--- config.mk ---
export PLATFORM = sky130hd
export DESIGN_NAME = uart_rx
export DESIGN_NICKNAME = d
export VERILOG_FILES = /design/src/rtl/uart_pkg.sv /design/src/rtl/uart_rx_sync.sv /design/src/rtl/uart_rx.sv
export SDC_FILE = /design/constraint.sdc
export NUM_CORES = 1
export LEC_CHECK = 0
export BUFFER_PORTS_ARGS = -buffer_cell sky130_fd_sc_hd__buf_4
export CORE_MARGIN = 2
export CORE_UTILIZATION = 55
export CTS_BUF_LIST = sky130_fd_sc_hd__clkbuf_4 sky130_fd_sc_hd__clkbuf_8
export CTS_CLUSTER_DIAMETER = 60
export DETAILED_ROUTE_END_ITERATION = 10
export PLACE_DENSITY_LB_ADDON = 0.1
export SYNTH_ARGS = -nofsm -noshare
export SYNTH_HDL_FRONTEND = slang
export SYNTH_SLANG_ARGS = --single-unit
export TNS_END_PERCENT = 5
--- constraint.sdc ---
create_clock -name i_clk -period 2.4 [get_ports i_clk]
set_clock_uncertainty 0.1 [all_clocks]
set_input_delay 0.12 -clock i_clk [delete_from_list [all_inputs] [get_ports i_clk]]
set_output_delay 0.12 -clock i_clk [all_outputs]
set_load 0.02 [all_outputs]
--- src/rtl/uart_pkg.sv ---
// uart_pkg: definitions shared by the SoC UART transmitter and receiver.
//   uart_state_t  - receiver FSM state encoding (2-bit)
//   DATA_BITS     - data bits per frame
//   STOP_BITS     - stop bits per frame
//   uart_timing() - bit period P and half period H derived from clock/baud,
//                   so both directions agree on the bit period
package uart_pkg;

   typedef enum logic [1:0] {
      IDLE  = 2'd0,
      START = 2'd1,
      DATA  = 2'd2,
      STOP  = 2'd3
   } uart_state_t;

   localparam int unsigned DATA_BITS = 8;
   localparam int unsigned STOP_BITS = 1;

   typedef struct packed {
      int unsigned period;
      int unsigned half;
   } uart_timing_t;

   function automatic uart_timing_t uart_timing(input int unsigned clk_hz,
                                                input int unsigned baud);
      uart_timing_t t;
      t.period = clk_hz / baud;
      t.half   = t.period / 2;
      return t;
   endfunction

endpackage

--- src/rtl/uart_rx_sync.sv ---
// uart_rx_sync: two-flop synchroniser for the asynchronous serial line.
//   i_clk - system clock
//   i_rst - asynchronous active-high reset; both flops reset to 1 (line idle)
//   i_d   - asynchronous input
//   o_q   - synchronised output, two cycles behind i_d
module uart_rx_sync (
   input  logic i_clk,
   input  logic i_rst,
   input  logic i_d,
   output logic o_q
);

   logic meta;

   always_ff @(posedge i_clk or posedge i_rst) begin
      if (i_rst) begin
         meta <= 1'b1;
         o_q  <= 1'b1;
      end else begin
         meta <= i_d;
         o_q  <= meta;
      end
   end

endmodule

--- src/rtl/uart_rx.sv ---
// uart_rx: 8N1 UART receiver, mid-bit sampling, valid/ready output buffer.
//   i_clk       - system clock (rising edge)
//   i_rst       - asynchronous active-high reset
//   i_uart_rx   - serial line, asynchronous, idles high
//   o_data      - received byte, stable while o_valid=1
//   o_valid     - o_data holds an unconsumed byte
//   i_ready     - consumer accepts; transfer on o_valid & i_ready
//   o_frame_err - one-cycle pulse: stop bit sampled low
//   o_overrun   - one-cycle pulse: byte completed while buffer still full
module uart_rx
   import uart_pkg::*;
#(
   parameter int unsigned clk_freq_hz = 100000000,
   parameter int unsigned baud_rate   = 115200
) (
   input  logic                 i_clk,
   input  logic                 i_rst,
   input  logic                 i_uart_rx,
   output logic [DATA_BITS-1:0] o_data,
   output logic                 o_valid,
   input  logic                 i_ready,
   output logic                 o_frame_err,
   output logic                 o_overrun
);

   localparam uart_timing_t TIMING = uart_timing(clk_freq_hz, baud_rate);
   localparam int unsigned  P      = TIMING.period;
   localparam int unsigned  H      = TIMING.half;
   localparam int unsigned  CW     = $clog2(P) + 1;

   if (P < 4 || STOP_BITS != 1) begin : g_param_check
      $fatal(1, "uart_rx: bit period below 4 clocks or unsupported stop bits");
   end

   logic                 rx_s;
   uart_state_t          state, state_nxt;
   logic [CW-1:0]        cnt;
   logic [2:0]           bit_idx;
   logic [DATA_BITS-1:0] shreg;
   logic                 armed;
   logic [1:0]           settle;
   logic                 tick;
   logic                 start_det, start_ok, data_smp, stop_good, stop_bad, arm_set;

   uart_rx_sync u_sync (
      .i_clk (i_clk),
      .i_rst (i_rst),
      .i_d   (i_uart_rx),
      .o_q   (rx_s)
   );

   assign tick = (cnt == '0);

   always_ff @(posedge i_clk or posedge i_rst) begin
      if (i_rst) state <= IDLE;
      else       state <= state_nxt;
   end

   always_comb begin
      state_nxt = state;
      unique case (state)
         IDLE:  if (armed && !rx_s) state_nxt = START;
         START: if (tick) state_nxt = rx_s ? IDLE : DATA;
         DATA:  if (tick && bit_idx == 3'(DATA_BITS - 1)) state_nxt = STOP;
         STOP:  if (tick) state_nxt = IDLE;
         default: state_nxt = IDLE;
      endcase
   end

   // The synchroniser flops reset to 1, so rx_s reads high for two cycles
   // after reset regardless of the line; arming waits for settle[1] so a
   // line held low through reset release is not mistaken for idle.
   always_comb begin
      start_det = (state == IDLE)  && armed && !rx_s;
      start_ok  = (state == START) && tick  && !rx_s;
      data_smp  = (state == DATA)  && tick;
      stop_good = (state == STOP)  && tick  && rx_s;
      stop_bad  = (state == STOP)  && tick  && !rx_s;
      arm_set   = (state == IDLE)  && rx_s  && settle[1];
   end

   always_ff @(posedge i_clk or posedge i_rst) begin
      if (i_rst) begin
         cnt     <= '0;
         bit_idx <= '0;
         shreg   <= '0;
         armed   <= 1'b0;
         settle  <= '0;
      end else begin
         settle <= {settle[0], 1'b1};

         if (stop_bad)     armed <= 1'b0;
         else if (arm_set) armed <= 1'b1;

         if (start_det)                 cnt <= CW'(H - 1);
         else if (start_ok || data_smp) cnt <= CW'(P - 1);
         else if (state != IDLE && !tick) cnt <= cnt - CW'(1);

         if (start_ok)      bit_idx <= '0;
         else if (data_smp) bit_idx <= bit_idx + 3'd1;

         if (data_smp) shreg <= {rx_s, shreg[DATA_BITS-1:1]};
      end
   end

   // A completed byte may load in the same cycle the old one is accepted;
   // the load takes priority over the valid drop.
   always_ff @(posedge i_clk or posedge i_rst) begin
      if (i_rst) begin
         o_data      <= '0;
         o_valid     <= 1'b0;
         o_frame_err <= 1'b0;
         o_overrun   <= 1'b0;
      end else begin
         o_frame_err <= stop_bad;
         o_overrun   <= stop_good && o_valid && !i_ready;
         if (stop_good && (!o_valid || i_ready)) begin
            o_data  <= shreg;
            o_valid <= 1'b1;
         end else if (o_valid && i_ready) begin
            o_valid <= 1'b0;
         end
      end
   end

endmodule

==> metrics.txt, run 1 <==
# TYPE chip_impl_metric gauge
chip_impl_metric{name="sequential_cell_area_fraction_in_the_yosys_report",unit=""} 0.560
chip_impl_metric{name="fraction_of_final_layout_cells_with_drive_strength_greater_than_1",unit=""} 0.324
chip_impl_metric{name="fin_setup_tns",unit="ps"} 0
chip_impl_metric{name="post_synth_inst_count",unit=""} 152
chip_impl_metric{name="tightestPinTransition",unit="ps"} 560
chip_impl_metric{name="utilization",unit=""} 0.688
chip_impl_metric{name="globalRouteOverflowTotal",unit=""} 0
chip_impl_metric{name="worst_setup_hold_path_clk_slew",unit="ps"} 120
chip_impl_metric{name="placementRows",unit=""} 20
chip_impl_metric{name="vias_per_inst",unit=""} 5.41
chip_impl_metric{name="port_buffer_count",unit=""} 14
chip_impl_metric{name="place_area",unit="µm²"} 2010
chip_impl_metric{name="drtPass1Iterations",unit=""} 4
chip_impl_info{name="worstHoldPathType",value="flop to flop"} 1
chip_impl_info{name="postSynth.topFlopCell",value="dfrtp_1"} 1
chip_impl_metric{name="die-area",unit="µm²"} 3730
chip_impl_info{name="synth_area_leaders",value="dfrtp_1 (53%), mux2_2 (11%), nor2_1 (3.8%)"} 1
chip_impl_metric{name="drv_cap",unit=""} 0
chip_impl_info{name="startpoint_type",value="flop"} 1
chip_impl_info{name="setup.worst_path.class",value="flop to flop"} 1
chip_impl_metric{name="diodes",unit=""} 0
chip_impl_metric{name="critPathMaxStageDelay",unit="ps"} 580
chip_impl_metric{name="die_width",unit="µm"} 61.1
chip_impl_metric{name="wire_per_inst",unit="µm"} 15.1
chip_impl_metric{name="dpl.hpwl",unit="µm"} 2320
chip_impl_metric{name="detailedPlace.worstSlack",unit="ps"} 83.4
chip_impl_metric{name="critPathMaxFanout",unit=""} 5
chip_impl_metric{name="power_density",unit="nW/µm²"} 824
chip_impl_info{name="most_frequent_cells_after_synthesis",value="dfrtp_1 (38), nor2_1 (18), mux2_2 (17), a21oi_1 (9), nand2_1 (8)"} 1
chip_impl_metric{name="drt_drc_violations_left",unit=""} 0
chip_impl_metric{name="static-leakage-power",unit="nW"} 1.01
chip_impl_metric{name="route.vias.total",unit=""} 1222
chip_impl_metric{name="fmaxAchievable",unit="GHz"} 0.433
chip_impl_metric{name="num_io_pins",unit=""} 15
chip_impl_metric{name="clock_path_buffers",unit=""} 2
chip_impl_metric{name="net_count_after_synthesis",unit=""} 160
chip_impl_metric{name="async_reset_ff_frac",unit=""} 1.00
chip_impl_metric{name="max-vdd-ir-drop",unit="mV"} 0.485
chip_impl_metric{name="tightest_slew_margin_relative_to_the_limit",unit=""} 0.621
chip_impl_metric{name="grt_max_degree",unit=""} 41
chip_impl_metric{name="clock_period_minus_final_worst_setup_slack",unit="ps"} 2310
chip_impl_metric{name="gp_routability_congestion",unit=""} 0.785
chip_impl_metric{name="critical_path_arrival",unit="ps"} 2450
chip_impl_metric{name="nNetsFinal",unit=""} 189
chip_impl_metric{name="floorplan.die.height",unit="µm"} 61.1
chip_impl_metric{name="syn2layout_area_growth",unit="%"} 18.2
chip_impl_info{name="cts_root_buf",value="clkbuf_4"} 1
chip_impl_info{name="synth_most_common_cell",value="dfrtp_1"} 1
chip_impl_metric{name="cts-htree-levels",unit=""} 2
chip_impl_metric{name="synth_seq_cells",unit=""} 40
chip_impl_metric{name="cts_num_sinks",unit=""} 40
chip_impl_metric{name="first_iter_violations",unit=""} 63
chip_impl_metric{name="post-route-worst-setup-slack",unit="ps"} 92.3
chip_impl_metric{name="netlist-cell-type-count",unit=""} 40
chip_impl_metric{name="grt_pass1_vias",unit=""} 1245
chip_impl_metric{name="synth-edff-count",unit=""} 0
chip_impl_metric{name="numCtsBuffers",unit=""} 5
chip_impl_metric{name="avgSynthCellArea",unit="µm²"} 11.8
chip_impl_metric{name="critical_path_required",unit="ps"} 2540
chip_impl_metric{name="hold_viol",unit=""} 0
chip_impl_metric{name="postRouteWirelength",unit="µm"} 3400
chip_impl_info{name="critical-path-slowest-cell",value="or4_4"} 1
chip_impl_metric{name="floorplan.initialDensity",unit=""} 0.582
chip_impl_info{name="end_kind",value="flop"} 1
chip_impl_metric{name="core-area",unit="µm²"} 3080
chip_impl_metric{name="synthDominantCellAreaShare",unit=""} 0.531
chip_impl_info{name="synth_top_area_cell",value="dfrtp_1"} 1
chip_impl_info{name="rsz0062_at_grt",value="true"} 1
chip_impl_info{name="cts_tree",value="yes"} 1
chip_impl_metric{name="final_min_period_over_clock_period",unit=""} 0.962
chip_impl_info{name="run_status",value="finished, final reports clean"} 1
chip_impl_metric{name="grt_usage",unit=""} 0.219
chip_impl_metric{name="yosysWarnings",unit=""} 0
chip_impl_metric{name="slew_violations",unit=""} 0
chip_impl_metric{name="finalSetupViolations",unit=""} 0
chip_impl_metric{name="grt_antenna_before_repair",unit=""} 0
chip_impl_info{name="crit_path_cell_trace",value="or4_4 > buf_4 > or4_1 > nor3_2 > xnor2_1 > nor2_1"} 1
chip_impl_metric{name="synthesis.area",unit="µm²"} 1790
chip_impl_metric{name="finish.instance_area",unit="µm²"} 2120
chip_impl_metric{name="first_pass_grt_wire_length",unit="µm"} 5780
chip_impl_metric{name="antenna_left",unit=""} 0
chip_impl_metric{name="worstSkewPairLatency",unit="ps"} 350
==> metal layers <==
layer / part of all wire / vias up / wire length, µm / global-route usage
li1: - / 592 / - / -
met1: 0.48 / 597 / 1630 / 0.302
met2: 0.46 / 26 / 1570 / 0.331
met3: 0.045 / 7 / 152 / 0.0651
met4: 0.014 / 0 / 46 / 0.0776
met5: 0 / - / 0 / 0
==> worst paths after layout <==
path / to / slack [ps] / cells past startpoint / startpoint
max: cnt[10] / 90 / 6 / cnt[2]
min: u_sync.o_q / 270 / 0 / u_sync.meta
max reg2reg: cnt[10] / 90 / 6 / cnt[2]
min reg2reg: u_sync.o_q / 270 / 0 / u_sync.meta
max in group asynchronous: u_sync.o_q / 1480 / 4 / i_rst
min in group asynchronous: shreg[2] / 350 / 4 / i_rst
==> through the flow <==
stage | hold slack [ps] | power, mW | std cells
global route | 276 | 1.86 | 226
detailed placement | 131 | 1.37 | 215
CTS | 270 | 1.74 | 226
floorplan | 24.5 | 1.22 | 152
global placement | 128 | 1.34 | 215
finish | 270 | 1.75 | 226
==> registers in the layout, indices dropped and copies added (netlist names), 2 cells and up, named ones only <==
register and count:
bit_idx 3, cnt 11, o_data 8, settle 2, shreg 8
==> cell families after synthesis <==
group | Yosys count | share of synthesized area
buf+inv | 9 | 0.0244
other cells | 1 | 0.00209
compound gates | 22 | 0.0789
flops | 40 | 0.560
mux | 20 | 0.124
xor+xnor | 6 | 0.0293
simple gates | 50 | 0.154
fa+ha+maj | 4 | 0.0279
==> where the power goes <==
group | total (mW) | switching, mW | internal [mW]
registers | 0.907 | 0.130 | 0.777
logic | 0.469 | 0.240 | 0.228
clock network | 0.370 | 0.215 | 0.155
==> final cells by class <==
type / count / area [µm²]
repair buffers: 27 / 226
well taps: 44 / 55.1
inverters: 4 / 15.0
fillers: 249 / 960
flip-flops and latches: 40 / 1000
clock inverters: 1 / 7.51
multi-input cells: 103 / 752
clock buffers: 7 / 58.8
==> critical path, delay by kind of cell (launching register included) <==
kind | cells | cell delay (ps)
simple gates | 4 | 1340
xor+xnor | 1 | 130
flops | 1 | 450
buf+inv | 1 | 160
==> cells in the final DEF, fill, tap and decap left out, types with 2 or more instances in the layout <==
cell type and count:
inv_1 4, or3_1 3, mux2i_1 3, dfstp_2 2, a22o_1 2, ha_1 4
nor3_1 5, o31ai_1 2, nand2b_1 2, nand2_1 8, buf_4 22, a21oi_1 9
a211oi_1 2, nor2_1 18, dlygate4sd3_1 3, xnor2_1 5, mux2_2 17, dfrtp_1 38
o21ai_0 3, clkbuf_4 6
==> timing repair <==
item | CTS | global route
gates resized for setup | 0 | 3
hold buffers | 3 | 0
setup buffers | 0 | 0
hold endpoints to repair | 41 | 0
endpoints found under the setup margin | 0 | 15
(Power assumes the default switching activity.)
==> run 2: changes to the inputs <==
Settings changed: PLACE_DENSITY from default to 0.76, PLACE_DENSITY_LB_ADDON 0.1 to default.
==> metrics.txt, run 2 (same netlist as run 1, synthesis figures left out) <==
# TYPE chip_impl_metric gauge
chip_impl_metric{name="placementRows",unit=""} 20
chip_impl_metric{name="grt_max_degree",unit=""} 41
chip_impl_metric{name="die_width",unit="µm"} 61.1
chip_impl_metric{name="grt_antenna_before_repair",unit=""} 0
chip_impl_metric{name="power_density",unit="nW/µm²"} 811
chip_impl_metric{name="vias_per_inst",unit=""} 5.37
chip_impl_metric{name="first_pass_grt_wire_length",unit="µm"} 5200
chip_impl_metric{name="number_of_flip_flops_in_the_largest_register",unit=""} 11
chip_impl_metric{name="cp_num_buf_inv",unit=""} 2
chip_impl_metric{name="grt_pass1_vias",unit=""} 1176
chip_impl_metric{name="numCtsBuffers",unit=""} 5
chip_impl_metric{name="hold_viol",unit=""} 0
chip_impl_metric{name="drv_cap",unit=""} 0
chip_impl_metric{name="antenna_left",unit=""} 0
chip_impl_metric{name="r2r_cells",unit=""} 8
chip_impl_metric{name="final.hold.worst_slack",unit="ps"} 264
chip_impl_metric{name="slew_violations",unit=""} 0
chip_impl_metric{name="reg2reg_setup_slack",unit="ps"} 100
chip_impl_metric{name="dpl.hpwl",unit="µm"} 2240
chip_impl_metric{name="syn2layout_area_growth",unit="%"} 18.2
chip_impl_info{name="worstHoldPathType",value="flop to flop"} 1
chip_impl_metric{name="gp_routability_congestion",unit=""} 0.815
chip_impl_metric{name="port_buffer_count",unit=""} 14
chip_impl_metric{name="clock_path_buffers",unit=""} 2
chip_impl_metric{name="grt_usage",unit=""} 0.194
chip_impl_metric{name="worst_setup_hold_path_clk_slew",unit="ps"} 110
chip_impl_metric{name="critPathMaxStageDelay",unit="ps"} 500
chip_impl_info{name="setup.worst_path.class",value="flop to flop"} 1
chip_impl_metric{name="fmaxAchievable",unit="GHz"} 0.434
chip_impl_metric{name="tightestPinTransition",unit="ps"} 512
chip_impl_metric{name="num_io_pins",unit=""} 15
chip_impl_metric{name="core-area",unit="µm²"} 3080
chip_impl_metric{name="postRouteWirelength",unit="µm"} 3150
chip_impl_info{name="cts_root_buf",value="clkbuf_4"} 1
chip_impl_metric{name="worst-path-stages",unit=""} 8
chip_impl_info{name="worstReg2RegStart",value="cnt[1]"} 1
chip_impl_info{name="most_frequent_cells_in_the_layout",value="dfrtp_1 (38), buf_4 (22), nor2_1 (18), mux2_2 (17), a21oi_1 (9)"} 1
chip_impl_metric{name="fin_setup_tns",unit="ps"} 0
chip_impl_metric{name="max-vdd-ir-drop",unit="mV"} 0.430
chip_impl_info{name="critical-path-slowest-cell",value="or4b_4"} 1
chip_impl_info{name="worst_path_dominant_cell_family",value="simple AND/OR/NAND/NOR gates"} 1
chip_impl_metric{name="finalSetupViolations",unit=""} 0
chip_impl_info{name="run_status",value="finished, final reports clean"} 1
chip_impl_info{name="startpoint_type",value="flop"} 1
chip_impl_metric{name="floorplan.die.height",unit="µm"} 61.1
chip_impl_info{name="setup.worst_path.start",value="cnt[1]"} 1
chip_impl_info{name="cts_tree",value="yes"} 1
chip_impl_info{name="largestRegisters",value="cnt (11), o_data (8), shreg (8)"} 1
chip_impl_info{name="worstSetupEndpoint",value="o_data[5]"} 1
chip_impl_metric{name="critical_path_arrival",unit="ps"} 2430
chip_impl_metric{name="nNetsFinal",unit=""} 189
chip_impl_metric{name="clock_period_minus_final_worst_setup_slack",unit="ps"} 2300
chip_impl_info{name="mostFrequentLayoutCell",value="dfrtp_1"} 1
chip_impl_metric{name="tightest_slew_margin_relative_to_the_limit",unit=""} 0.654
chip_impl_metric{name="drtPass1Iterations",unit=""} 4
chip_impl_metric{name="cts-htree-levels",unit=""} 2
chip_impl_metric{name="utilization",unit=""} 0.688
chip_impl_metric{name="critPathMaxFanout",unit=""} 8
chip_impl_metric{name="critical_path_required",unit="ps"} 2530
chip_impl_info{name="top_register_by_number_of_flip_flops",value="cnt"} 1
chip_impl_info{name="end_kind",value="flop"} 1
chip_impl_metric{name="finish.instance_area",unit="µm²"} 2120
chip_impl_metric{name="wire_per_inst",unit="µm"} 13.9
chip_impl_metric{name="route.vias.total",unit=""} 1214
chip_impl_metric{name="first_iter_violations",unit=""} 65
chip_impl_metric{name="fraction_of_final_layout_cells_with_drive_strength_greater_than_1",unit=""} 0.346
chip_impl_metric{name="floorplan.initialDensity",unit=""} 0.582
chip_impl_metric{name="globalRouteOverflowTotal",unit=""} 0
chip_impl_info{name="r2r_end",value="o_data[5]"} 1
chip_impl_metric{name="static-leakage-power",unit="nW"} 0.998
chip_impl_metric{name="diodes",unit=""} 0
chip_impl_metric{name="cts_num_sinks",unit=""} 40
chip_impl_info{name="crit_path_cell_trace",value="inv_2 > ha_1 > or4b_4 > nor3_4 > nand4_2 > nor2b_2 > buf_6 > mux2_2"} 1
chip_impl_metric{name="final_min_period_over_clock_period",unit=""} 0.959
chip_impl_metric{name="drt_drc_violations_left",unit=""} 0
chip_impl_metric{name="die-area",unit="µm²"} 3730
chip_impl_metric{name="worstSkewPairLatency",unit="ps"} 330
chip_impl_metric{name="place_area",unit="µm²"} 1980
run 2: stage by stage:
step / setup WS (ps) / total power [mW] / cells
2_1_floorplan: 48.7 / 1.22 / 152
3_3_place_gp: 78.5 / 1.31 / 212
3_5_place_dp: 9.27 / 1.33 / 212
4_1_cts: 29.5 / 1.70 / 223
5_1_grt: -10.0 / 1.83 / 226
6_report: 97.6 / 1.72 / 226
run 2: worst min path at each step:
stage	end	cells past startpoint	start
3_5_place_dp	u_sync.meta	1	i_uart_rx
6_report	u_sync.o_q	0	u_sync.meta
5_1_grt	u_sync.o_q	0	u_sync.meta
4_1_cts	u_sync.o_q	0	u_sync.meta
3_3_place_gp	u_sync.meta	1	i_uart_rx
2_1_floorplan	u_sync.meta	0	i_uart_rx
run 2: timing repair:
| action | CTS | global route |
|---|---|---|
| hold endpoints to repair | 41 | 0 |
| pin swaps | 0 | 3 |
| hold buffers | 3 | 0 |
| buffers inserted | 0 | 3 |
| endpoints found under the setup margin | 3 | 11 |
| resized for setup | 2 | 6 |
run 2: area by class of cell:
type | instances | area [µm²]
flip-flops and latches | 40 | 1000
fillers | 232 | 960
multi-input cells | 103 | 761
repair buffers | 27 | 218
well taps | 44 | 55.1
clock buffers | 6 | 51.3
clock inverters | 2 | 15.0
inverters | 4 | 15.0
run 2: worst reg2reg max path: stages, from the launching register on:
cell and delay (ps):
dfrtp_1 430, inv_2 70, ha_1 140, or4b_4 500, nor3_4 230, nand4_2 120, nor2b_2 150, buf_6 140
mux2_2 340
run 2: routing by layer:
layer | up-vias | GRT usage | wire, µm
met5 | - | 0 | 0
met4 | 0 | 0.0652 | 25
met3 | 2 | 0.0630 | 102
met2 | 22 | 0.305 | 1550
met1 | 600 | 0.257 | 1470
li1 | 590 | - | -
run 2: where the power goes:
part | switching, mW | internal (mW)
combinational | 0.233 | 0.220
sequential | 0.130 | 0.777
clock | 0.215 | 0.142
==> run 3: changes to the inputs <==
Settings changed: ABC_AREA from default to 1.
==> metrics.txt, run 3 <==
# TYPE chip_impl_metric gauge
chip_impl_info{name="run_status",value="finished, final reports clean"} 1
chip_impl_metric{name="yosysWarnings",unit=""} 0
chip_impl_metric{name="grt_pass1_vias",unit=""} 1387
chip_impl_info{name="most_frequent_cells_in_the_layout",value="nand2_1 (87), dfrtp_1 (38), inv_1 (21), nor2_1 (18)"} 1
chip_impl_metric{name="max-vdd-ir-drop",unit="mV"} 0.606
chip_impl_metric{name="drv_cap",unit=""} 0
chip_impl_metric{name="floorplan.initialDensity",unit=""} 0.561
chip_impl_metric{name="final.hold.worst_slack",unit="ps"} 74.9
chip_impl_metric{name="die-area",unit="µm²"} 4180
chip_impl_metric{name="synth_seq_cells",unit=""} 40
chip_impl_metric{name="seq_area",unit="µm²"} 1000
chip_impl_metric{name="avgSynthCellArea",unit="µm²"} 8.54
chip_impl_metric{name="port_buffer_count",unit=""} 14
chip_impl_metric{name="globalRouteOverflowTotal",unit=""} 0
chip_impl_info{name="most_frequent_cells_after_synthesis",value="nand2_1 (87), dfrtp_1 (38), inv_1 (21), nor2_1 (18), nand3_1 (15)"} 1
chip_impl_metric{name="switching_power",unit="mW"} 0.725
chip_impl_metric{name="grt_antenna_before_repair",unit=""} 0
chip_impl_metric{name="grt_usage",unit=""} 0.201
chip_impl_metric{name="final_min_period_over_clock_period",unit=""} 0.776
chip_impl_metric{name="drt_drc_violations_left",unit=""} 0
chip_impl_metric{name="gp_routability_congestion",unit=""} 0.858
chip_impl_metric{name="drtPass1Iterations",unit=""} 4
chip_impl_metric{name="critical_path_arrival",unit="ps"} 1950
chip_impl_metric{name="net_count_after_synthesis",unit=""} 245
chip_impl_metric{name="pwr-share-comb",unit=""} 0.267
chip_impl_metric{name="critPathMaxFanout",unit=""} 10
chip_impl_metric{name="clock_path_buffers",unit=""} 2
chip_impl_metric{name="layout.filler_cells",unit=""} 323
chip_impl_metric{name="diodes",unit=""} 0
chip_impl_metric{name="antenna_left",unit=""} 0
chip_impl_metric{name="synthesis.area",unit="µm²"} 2020
chip_impl_metric{name="multi_input_comb_area",unit="µm²"} 910
chip_impl_metric{name="numCtsBuffers",unit=""} 5
chip_impl_info{name="largestRegisters",value="cnt (11), o_data (8), shreg (8)"} 1
chip_impl_metric{name="floorplan.die.height",unit="µm"} 64.7
chip_impl_info{name="synth_most_common_cell",value="nand2_1"} 1
chip_impl_info{name="cts_tree",value="yes"} 1
chip_impl_metric{name="worst_setup_hold_path_clk_slew",unit="ps"} 80
chip_impl_metric{name="power_density",unit="nW/µm²"} 840
chip_impl_metric{name="sequential_cell_area_fraction_in_the_yosys_report",unit=""} 0.496
chip_impl_metric{name="async_reset_ff_frac",unit=""} 1.00
chip_impl_metric{name="postRouteWirelength",unit="µm"} 3470
chip_impl_metric{name="power.sequential.fraction",unit=""} 0.485
chip_impl_metric{name="worstSkewPairLatency",unit="ps"} 300
chip_impl_metric{name="postCtsSetupBuffers",unit=""} 0
chip_impl_metric{name="pwr-share-clk",unit=""} 0.247
chip_impl_metric{name="place_area",unit="µm²"} 2190
chip_impl_info{name="synth_top_area_cell",value="dfrtp_1"} 1
chip_impl_info{name="startpoint_type",value="flop"} 1
chip_impl_metric{name="netSwitchingFraction",unit=""} 0.374
chip_impl_metric{name="synthDominantCellAreaShare",unit=""} 0.470
chip_impl_info{name="top_register_by_number_of_flip_flops",value="cnt"} 1
chip_impl_metric{name="post_synth_inst_count",unit=""} 237
chip_impl_info{name="synth_area_leaders",value="dfrtp_1 (47%), nand2_1 (16%), nor2_4 (4.4%)"} 1
chip_impl_metric{name="vias_per_inst",unit=""} 4.81
chip_impl_metric{name="cts_num_sinks",unit=""} 40
chip_impl_metric{name="finalSetupViolations",unit=""} 0
chip_impl_metric{name="static-leakage-power",unit="nW"} 1.23
chip_impl_metric{name="post-route-worst-setup-slack",unit="ps"} 537
chip_impl_metric{name="number_of_flip_flops_in_the_largest_register",unit=""} 11
chip_impl_metric{name="slew_violations",unit=""} 0
chip_impl_metric{name="wire_per_inst",unit="µm"} 11.2
chip_impl_metric{name="die_width",unit="µm"} 64.7
chip_impl_metric{name="cts-htree-levels",unit=""} 2
chip_impl_info{name="worstHoldPathType",value="input pin to flop"} 1
chip_impl_metric{name="grt_max_degree",unit=""} 41
chip_impl_metric{name="placementRows",unit=""} 22
chip_impl_metric{name="fraction_of_final_layout_cells_with_drive_strength_greater_than_1",unit=""} 0.207
chip_impl_metric{name="hold_viol",unit=""} 0
chip_impl_metric{name="critical_path_required",unit="ps"} 2490
chip_impl_metric{name="intPower",unit="mW"} 1.21
chip_impl_metric{name="syn2layout_area_growth",unit="%"} 14.0
chip_impl_metric{name="core-area",unit="µm²"} 3610
chip_impl_metric{name="placedCellCount",unit=""} 299
chip_impl_metric{name="first_pass_grt_wire_length",unit="µm"} 6310
chip_impl_metric{name="first_iter_violations",unit=""} 77
chip_impl_metric{name="route.vias.total",unit=""} 1486
chip_impl_metric{name="dpl.hpwl",unit="µm"} 2520
chip_impl_metric{name="post_layout_nonfiller_instances",unit=""} 309
chip_impl_metric{name="nNetsFinal",unit=""} 268
chip_impl_info{name="setup.worst_path.class",value="flop to flop"} 1
chip_impl_metric{name="fin_setup_tns",unit="ps"} 0
chip_impl_metric{name="synth-edff-count",unit=""} 0
chip_impl_metric{name="fmaxAchievable",unit="GHz"} 0.537
chip_impl_info{name="postSynth.topFlopCell",value="dfrtp_1"} 1
chip_impl_info{name="mostFrequentLayoutCell",value="nand2_1"} 1
chip_impl_info{name="rsz0062_at_grt",value="false"} 1
chip_impl_info{name="end_kind",value="flop"} 1
chip_impl_metric{name="detailedPlace.worstSlack",unit="ps"} 557
chip_impl_info{name="cts_root_buf",value="clkbuf_8"} 1
chip_impl_metric{name="num_io_pins",unit=""} 15
chip_impl_metric{name="clock_period_minus_final_worst_setup_slack",unit="ps"} 1860
chip_impl_metric{name="netlist-cell-type-count",unit=""} 27
chip_impl_metric{name="finish.instance_area",unit="µm²"} 2310
run 3: timing repair:
| item | in CTS | in global routing |
|---|---|---|
| hold buffers | 2 | 0 |
| gates resized for setup | 0 | 0 |
| hold endpoints to repair | 39 | 0 |
run 3: stage by stage:
stage          power (mW)  utilization
3_3_place_gp         1.46        0.607
5_1_grt              2.07        0.640
3_5_place_dp         1.47        0.607
2_1_floorplan        1.36            -
6_report             1.94        0.640
4_1_cts              1.96        0.640
run 3: power by group through the flow:
stage / Clock, mW / Sequential (mW) / Combinational, mW
after global placement: 0 / 0.950 / 0.511
after global routing: 0.517 / 0.958 / 0.596
final: 0.479 / 0.940 / 0.518
after CTS: 0.490 / 0.940 / 0.526
after floorplan: 0 / 0.918 / 0.446
after detailed placement: 0 / 0.953 / 0.520
run 3: worst max-delay path, cell delays in order (launching register included):
cell and delay, ps:
dfrtp_1 380, inv_1 130, ha_1 230, inv_1 50, nor2_1 140, nand2_1 110, nor2_4 140, o211ai_4 150
nand3_2 130, inv_2 70, nand2_1 60, nand2_1 50
run 3: logic make-up (layout without fill, tap and decap cells):
kind of cell             Yosys count  in the layout  synth area share
AO/OA/AOI/OAI                     15             15            0.0470
buffers and inverters             28             52            0.0550
AND/OR/NAND/NOR                  145            145             0.358
flip-flops                        40             40             0.496
adder cells (fa/ha/maj)            4              4            0.0247
other                              1              1           0.00185
XOR/XNOR                           4              4            0.0173
run 3: final cells by class:
| class | count | share of cell area |
|---|---|---|
| Clock buffer | 6 | 0.0358 |
| Clock inverter | 2 | 0.00651 |
| Inverter | 27 | 0.0450 |
| Multi-Input combinational cell | 169 | 0.394 |
| Sequential cell | 40 | 0.435 |
| Tap cell | 48 | 0.0260 |
| Timing Repair Buffer | 17 | 0.0575 |
run 3: path summary, 6_finish.rpt:
kind | cells past startpoint | slack [ps] | from | end
max reg2reg | 11 | 540 | cnt[0] | cnt[9]
min | 4 | 70 | i_ready | o_overrun
max | 11 | 540 | cnt[0] | cnt[9]
min in group asynchronous | 4 | 400 | i_rst | asynchronous set/reset pin
max in group asynchronous | 4 | 1440 | i_rst | u_sync.o_q
min reg2reg | 0 | 250 | settle[0] | settle[1]
run 3: per-layer routing:
metal  track usage  share of wire
met1         0.241           0.45
met2         0.339           0.48
met3        0.0677          0.052
met4        0.0718          0.018
met5             0              0
